===== src/rtl/ntt_buf_pkg.sv =====
// Shared definitions for the NTT reorder buffer: controller state encoding
// and the index bit-reversal used to produce the NTT input permutation.
package ntt_buf_pkg;

    localparam int MAX_LOG_N = 10;

    typedef enum logic [1:0] {
        IDLE  = 2'd0,
        FILL  = 2'd1,
        DRAIN = 2'd2
    } bufState_t;

    // Mirrors the low logN bits of idx; shifting avoids variable bit-selects.
    function automatic int unsigned bitReverse(input int unsigned idx, input int logN);
        int unsigned result;
        int unsigned rest;
        result = 0;
        rest   = idx;
        for (int i = 0; i < MAX_LOG_N; i++) begin
            if (i < logN) begin
                result = (result << 1) | (rest & 32'd1);
                rest   = rest >> 1;
            end
        end
        return result;
    endfunction

endpackage


===== src/rtl/ntt_buf_ctrl.sv =====
// Frame sequencing for the reorder buffer: walks IDLE -> FILL -> DRAIN and
// exposes the enables that steer the counters and output register.
module ntt_buf_ctrl (
    input  logic clk,
    input  logic reset,
    input  logic start_i,
    input  logic inValid_i,
    input  logic wrLast_i,
    input  logic outFire_i,
    input  logic outLast_i,
    output logic ready_o,
    output logic inReady_o,
    output logic frameStart_o,
    output logic wrEn_o,
    output logic fillDone_o,
    output logic drainEn_o
);
    import ntt_buf_pkg::*;

    bufState_t state_q;
    logic      ready_q;
    logic      inReady_q;

    // ready/inReady are kept as registered copies of the state decode.
    always_ff @(posedge clk or posedge reset) begin
        if (reset) begin
            state_q   <= IDLE;
            ready_q   <= 1'b1;
            inReady_q <= 1'b0;
        end else begin
            case (state_q)
                IDLE: begin
                    if (start_i) begin
                        state_q   <= FILL;
                        ready_q   <= 1'b0;
                        inReady_q <= 1'b1;
                    end
                end
                FILL: begin
                    if (inValid_i && wrLast_i) begin
                        state_q   <= DRAIN;
                        inReady_q <= 1'b0;
                    end
                end
                DRAIN: begin
                    if (outFire_i && outLast_i) begin
                        state_q <= IDLE;
                        ready_q <= 1'b1;
                    end
                end
                default: begin
                    state_q   <= IDLE;
                    ready_q   <= 1'b1;
                    inReady_q <= 1'b0;
                end
            endcase
        end
    end

    assign ready_o      = ready_q;
    assign inReady_o    = inReady_q;
    assign frameStart_o = start_i && ready_q;
    assign wrEn_o       = inValid_i && inReady_q;
    assign fillDone_o   = inValid_i && inReady_q && wrLast_i;
    assign drainEn_o    = (state_q == DRAIN);

endmodule


===== src/rtl/ntt_reorder_buffer.sv =====
// Single-frame buffer that captures N coefficients and replays them in
// natural or bit-reversed order, chosen when the frame is started.
module ntt_reorder_buffer #(
    parameter int DATA_W = 32,
    parameter int LOG_N  = 2
) (
    input  logic              clk,
    input  logic              reset,
    input  logic              start,
    input  logic              bitrev_mode,
    output logic              ready,
    input  logic [DATA_W-1:0] in_data,
    input  logic              in_valid,
    output logic              in_ready,
    output logic [DATA_W-1:0] out_data,
    output logic              out_valid,
    output logic              out_last,
    input  logic              out_ready
);
    import ntt_buf_pkg::*;

    localparam int N = 1 << LOG_N;
    localparam logic [LOG_N:0] FRAME_LEN = {1'b1, {LOG_N{1'b0}}};
    localparam logic [LOG_N:0] LAST_IDX  = {1'b0, {LOG_N{1'b1}}};
    localparam logic [LOG_N:0] CNT_ONE   = {{LOG_N{1'b0}}, 1'b1};

    logic [DATA_W-1:0] mem_q [N];

    logic              mode_q,    mode_d;
    logic [LOG_N:0]    wrCnt_q,   wrCnt_d;
    logic [LOG_N:0]    rdCnt_q,   rdCnt_d;
    logic [DATA_W-1:0] outData_q, outData_d;
    logic              outValid_q, outValid_d;
    logic              outLast_q,  outLast_d;

    logic              frameStart;
    logic              wrEn;
    logic              fillDone;
    logic              drainEn;
    logic              outFire;
    logic              slotFree;
    logic              rdAvail;
    logic [LOG_N-1:0]  rdAddr;

    assign outFire  = outValid_q && out_ready;
    assign slotFree = !outValid_q || out_ready;
    assign rdAvail  = (rdCnt_q < FRAME_LEN);

    ntt_buf_ctrl u_ctrl (
        .clk          (clk),
        .reset        (reset),
        .start_i      (start),
        .inValid_i    (in_valid),
        .wrLast_i     (wrCnt_q == LAST_IDX),
        .outFire_i    (outFire),
        .outLast_i    (outLast_q),
        .ready_o      (ready),
        .inReady_o    (in_ready),
        .frameStart_o (frameStart),
        .wrEn_o       (wrEn),
        .fillDone_o   (fillDone),
        .drainEn_o    (drainEn)
    );

    always_comb begin
        rdAddr = rdCnt_q[LOG_N-1:0];
        if (mode_q) begin
            rdAddr = LOG_N'(bitReverse(int'(rdCnt_q[LOG_N-1:0]), LOG_N));
        end
    end

    // Output slot refills whenever it is empty or being consumed this cycle.
    always_comb begin
        mode_d     = mode_q;
        wrCnt_d    = wrCnt_q;
        rdCnt_d    = rdCnt_q;
        outData_d  = outData_q;
        outValid_d = outValid_q;
        outLast_d  = outLast_q;

        if (frameStart) begin
            mode_d  = bitrev_mode;
            wrCnt_d = '0;
        end else if (wrEn) begin
            wrCnt_d = wrCnt_q + CNT_ONE;
        end

        if (fillDone) begin
            rdCnt_d = '0;
        end else if (drainEn && slotFree) begin
            if (rdAvail) begin
                outData_d  = mem_q[rdAddr];
                outValid_d = 1'b1;
                outLast_d  = (rdCnt_q == LAST_IDX);
                rdCnt_d    = rdCnt_q + CNT_ONE;
            end else begin
                outValid_d = 1'b0;
                outLast_d  = 1'b0;
            end
        end
    end

    always_ff @(posedge clk or posedge reset) begin
        if (reset) begin
            mode_q     <= 1'b0;
            wrCnt_q    <= '0;
            rdCnt_q    <= '0;
            outData_q  <= '0;
            outValid_q <= 1'b0;
            outLast_q  <= 1'b0;
        end else begin
            mode_q     <= mode_d;
            wrCnt_q    <= wrCnt_d;
            rdCnt_q    <= rdCnt_d;
            outData_q  <= outData_d;
            outValid_q <= outValid_d;
            outLast_q  <= outLast_d;
        end
    end

    // Frame storage is deliberately unreset; a drain only follows N fresh writes.
    always_ff @(posedge clk) begin
        if (wrEn) begin
            mem_q[wrCnt_q[LOG_N-1:0]] <= in_data;
        end
    end

    assign out_data  = outData_q;
    assign out_valid = outValid_q;
    assign out_last  = outLast_q;

endmodule


===== config.mk =====
export PLATFORM = sky130hd
export DESIGN_NAME = ntt_reorder_buffer
export DESIGN_NICKNAME = d
export VERILOG_FILES = /design/src/rtl/ntt_buf_pkg.sv /design/src/rtl/ntt_buf_ctrl.sv /design/src/rtl/ntt_reorder_buffer.sv
export SDC_FILE = /design/constraint.sdc
export NUM_CORES = 1
export LEC_CHECK = 0
export ABC_AREA = 1
export CORE_MARGIN = 2
export CORE_UTILIZATION = 45
export CTS_BUF_LIST = sky130_fd_sc_hd__clkbuf_16
export CTS_CLUSTER_DIAMETER = 80
export DETAILED_ROUTE_END_ITERATION = 16
export PLACE_DENSITY = 0.68
export SYNTH_ARGS = -nofsm -noshare
export SYNTH_HDL_FRONTEND = slang
export SYNTH_SLANG_ARGS = --single-unit

===== constraint.sdc =====
create_clock -name clk -period 2.3 [get_ports clk]
set_input_delay 0.23 -clock clk [delete_from_list [all_inputs] [get_ports clk]]
set_output_delay 0.23 -clock clk [all_outputs]
set_load 0.005 [all_outputs]

==> results.sh <==
export IMPL_vias=5070
export IMPL_cellPowerDensity_nw_per_um2=1188
export IMPL_finalSetupViolCount=0
export IMPL_clkPwrFrac=0.257
export IMPL_syn_area_um2=7532
export IMPL_swShare=0.3396
export IMPL_dpl_hpwl_um=9181
export IMPL_cp_arrival_ns=2.41
export IMPL_worstPathCellList="ha_1 > ha_1 > inv_1 > nor2_1 > inv_1 > nand2_2 > nor2_4 > nand2_1 > nand2_1"
export IMPL_maxSlewViolCount=0
export IMPL_outcome="completed"
export IMPL_ctsResizeCount=0
export IMPL_synth_main_ff_cell="edfxtp_1"
export IMPL_fin_crit_sh=0.8904
export IMPL_grt_overflow=0
export IMPL_relSlewSlack=0.2810
export IMPL_wl_um=15760
export IMPL_fp_row_count=47
export IMPL_routed_via_density=4.847
export IMPL_cts_hold_buf=0
export IMPL_cts_root_buf="clkbuf_16"
export IMPL_clock_fmax_mhz=488.3
export IMPL_firstDrtPassIters=5
export IMPL_path_class="reg2reg"
export IMPL_rsz0062_at_grt="false"
export IMPL_numCtsBuffers=17
export IMPL_crit_required_ns=2.67
export IMPL_cts_setup_buffers=0
export IMPL_yosysTopAreaCell="edfxtp_1"
export IMPL_fin_crit_ns=2.048
export IMPL_cts_tree="built"
export IMPL_fin_util=0.5533
export IMPL_fillCellCount=1424
export IMPL_clkTransAtPathRegs_ns=0.06
export IMPL_yosysSeqAreaShare=0.6600
export IMPL_syn_area_per_cell_um2=10.16
export IMPL_grt_total_usage=0.1877
export IMPL_hold_slack_ns=0.1230
export IMPL_drc=0
export IMPL_crit_path_max_incr_delay_ns=0.64
export IMPL_hold_class="in2async"
export IMPL_clockBufferDepth=2
export IMPL_grt_pass1_wl_um=25320
export IMPL_wl_per_cell_um=15.06
export IMPL_die_h_um=133.4
export IMPL_initial_utilization=0.4574
export IMPL_ir_worst_vdd_uv=726.0
export IMPL_area_growth_pct=20.96
export IMPL_worst_pin_slew_ns=1.074
export IMPL_synthTopCellsByCount="nand2_1, nand3_1, inv_1, edfxtp_1, dfrtp_1"
export IMPL_clock_latency_ns=0.43
export IMPL_p_int_uw=7148
export IMPL_synth_fp_nets=786
export IMPL_hold_viol=0
export IMPL_synth_area_leaders="edfxtp_1, dfrtp_1, nand3_1, nand2_1, inv_1"
export IMPL_crit_slowest_cell="nor2_4"
export IMPL_cpLargestDelayFamily="simple AND/OR/NAND/NOR gates"
export IMPL_ys_ff_latch=173
export IMPL_seq_power_share=0.398
export IMPL_place_gp_congestion=0.7512
export IMPL_p_comb_frac=0.346
export IMPL_diodes=0
export IMPL_crit_fanout=33
export IMPL_postSynthCellCount=741
export IMPL_grt_max_degree=55
export IMPL_synth_top_area_frac=0.5103
export IMPL_placed_area_um2=8539
export IMPL_layout_drive_gt1_share=0.06538
export IMPL_antenna_found_initial=0
export IMPL_ys_async_sr_fraction=0.2601
export IMPL_ys_warnings_count=0
export IMPL_p_leak_uw=0.004160
export IMPL_drt_iter0_markers=451
export IMPL_io_buffer_count=73
export IMPL_fin_area_um2=9111
export IMPL_p_sw_uw=3676
export IMPL_clock_sinks=173
export IMPL_fin_tns_setup_ns=0
export IMPL_grt_pass1_vias=4939
export IMPL_fp_dieW_um=133.4
export IMPL_startpoint_type="flop"
export IMPL_io_pin_count=74
export IMPL_yosysMostFrequentCell="nand2_1"
export IMPL_end_kind="flop"
export IMPL_yosysUniqueCellTypes=21
export IMPL_cp_num_buf_inv=2
export IMPL_drv_cap=0
export IMPL_nets=858
export IMPL_ant_nets=0
export IMPL_synth_edf_count=128
export IMPL_placeableCoreArea_um2=16470
export IMPL_finClkSkew_ns=0.007786
export IMPL_htree_levels=4
export IMPL_die_area_um2=17790
cell families (layout without fill, tap and decap cells):
kind of cell | Yosys count | after routing | share of synthesized area
AO/OA/AOI/OAI | 12 | 12 | 0.008140
buffers and inverters | 182 | 267 | 0.1073
AND/OR/NAND/NOR | 367 | 367 | 0.2130
flip-flops | 173 | 173 | 0.6600
adder cells (fa/ha/maj) | 7 | 7 | 0.01163
final timing paths:
check | from | endpoint | slack [ns] | cells past startpoint
worst min register to register | out_data[6] | out_data[6] | 0.48 | 2
max in group asynchronous | reset | u_ctrl.ready_o | 1.60 | 3
worst max-delay path | wrCnt_q[0] | out_data[3] | 0.25 | 9
worst max register to register | wrCnt_q[0] | out_data[3] | 0.25 | 9
min in group clk | bitrev_mode | mode_q | 0.42 | 3
worst min-delay path | reset | wrCnt_q[0] | 0.12 | 2
cell usage in the layout, fill, tap and decap left out, drive strengths merged, types with 8 or more instances in the layout:
cell / netlist / routed
nand2: 190 / 190
nand3: 165 / 165
inv: 147 / 154
edfxtp: 128 / 128
clkdlybuf4s50: 0 / 73
dfrtp: 44 / 44
clkbuf: 8 / 17
buf: 27 / 15
nor2: 11 / 11
o21ai: 8 / 8
flip-flops by register name, summed over array words and instances, names as in the netlist:
name / cells
out_valid: 1
rdCnt_q: 3
u_ctrl.state_q: 2
wrCnt_q: 3
mode_q: 1
out_last: 1
u_ctrl.ready_o: 1
mem_q: 128
u_ctrl.inReady_o: 1
out_data: 32
routing by layer:
layer	share of wire	vias up	global-route usage
met3	0.051	20	0.05289
met5	0	-	0
met4	0.013	0	0.06383
li1	-	2523	-
met2	0.50	111	0.3081
met1	0.44	2416	0.2415
final cells by class:
| cell class | instances | area [um^2] | share of cell area |
|---|---|---|---|
| clock buffer | 17 | 425.4 | 0.04669 |
| clock inverter | 15 | 146.4 | 0.01607 |
| inverter | 147 | 551.8 | 0.06056 |
| multi-input combinational | 386 | 1810 | 0.1987 |
| sequential | 173 | 4971 | 0.5456 |
| tap | 220 | 275.3 | 0.03021 |
| timing repair buffer | 88 | 930.9 | 0.1022 |
power by group through the flow:
stage	Sequential, uW	Combinational [uW]	Clock, uW
6_report	4300	3740	2780
5_1_grt	4370	4200	2940
4_1_cts	4310	3770	2810
3_5_place_dp	4360	3750	0
3_3_place_gp	4360	3710	0
2_1_floorplan	4310	2280	0
per-stage QoR:
stage | total power [uW] | instances | worst slack (ns)
2_1_floorplan | 6592 | 741 | -0.1376
3_3_place_gp | 8065 | 1014 | 0.3349
3_5_place_dp | 8108 | 1014 | 0.2653
4_1_cts | 10890 | 1046 | 0.2362
5_1_grt | 11500 | 1046 | 0.02023
6_report | 10820 | 1046 | 0.2522
(Power assumes the default switching activity.)
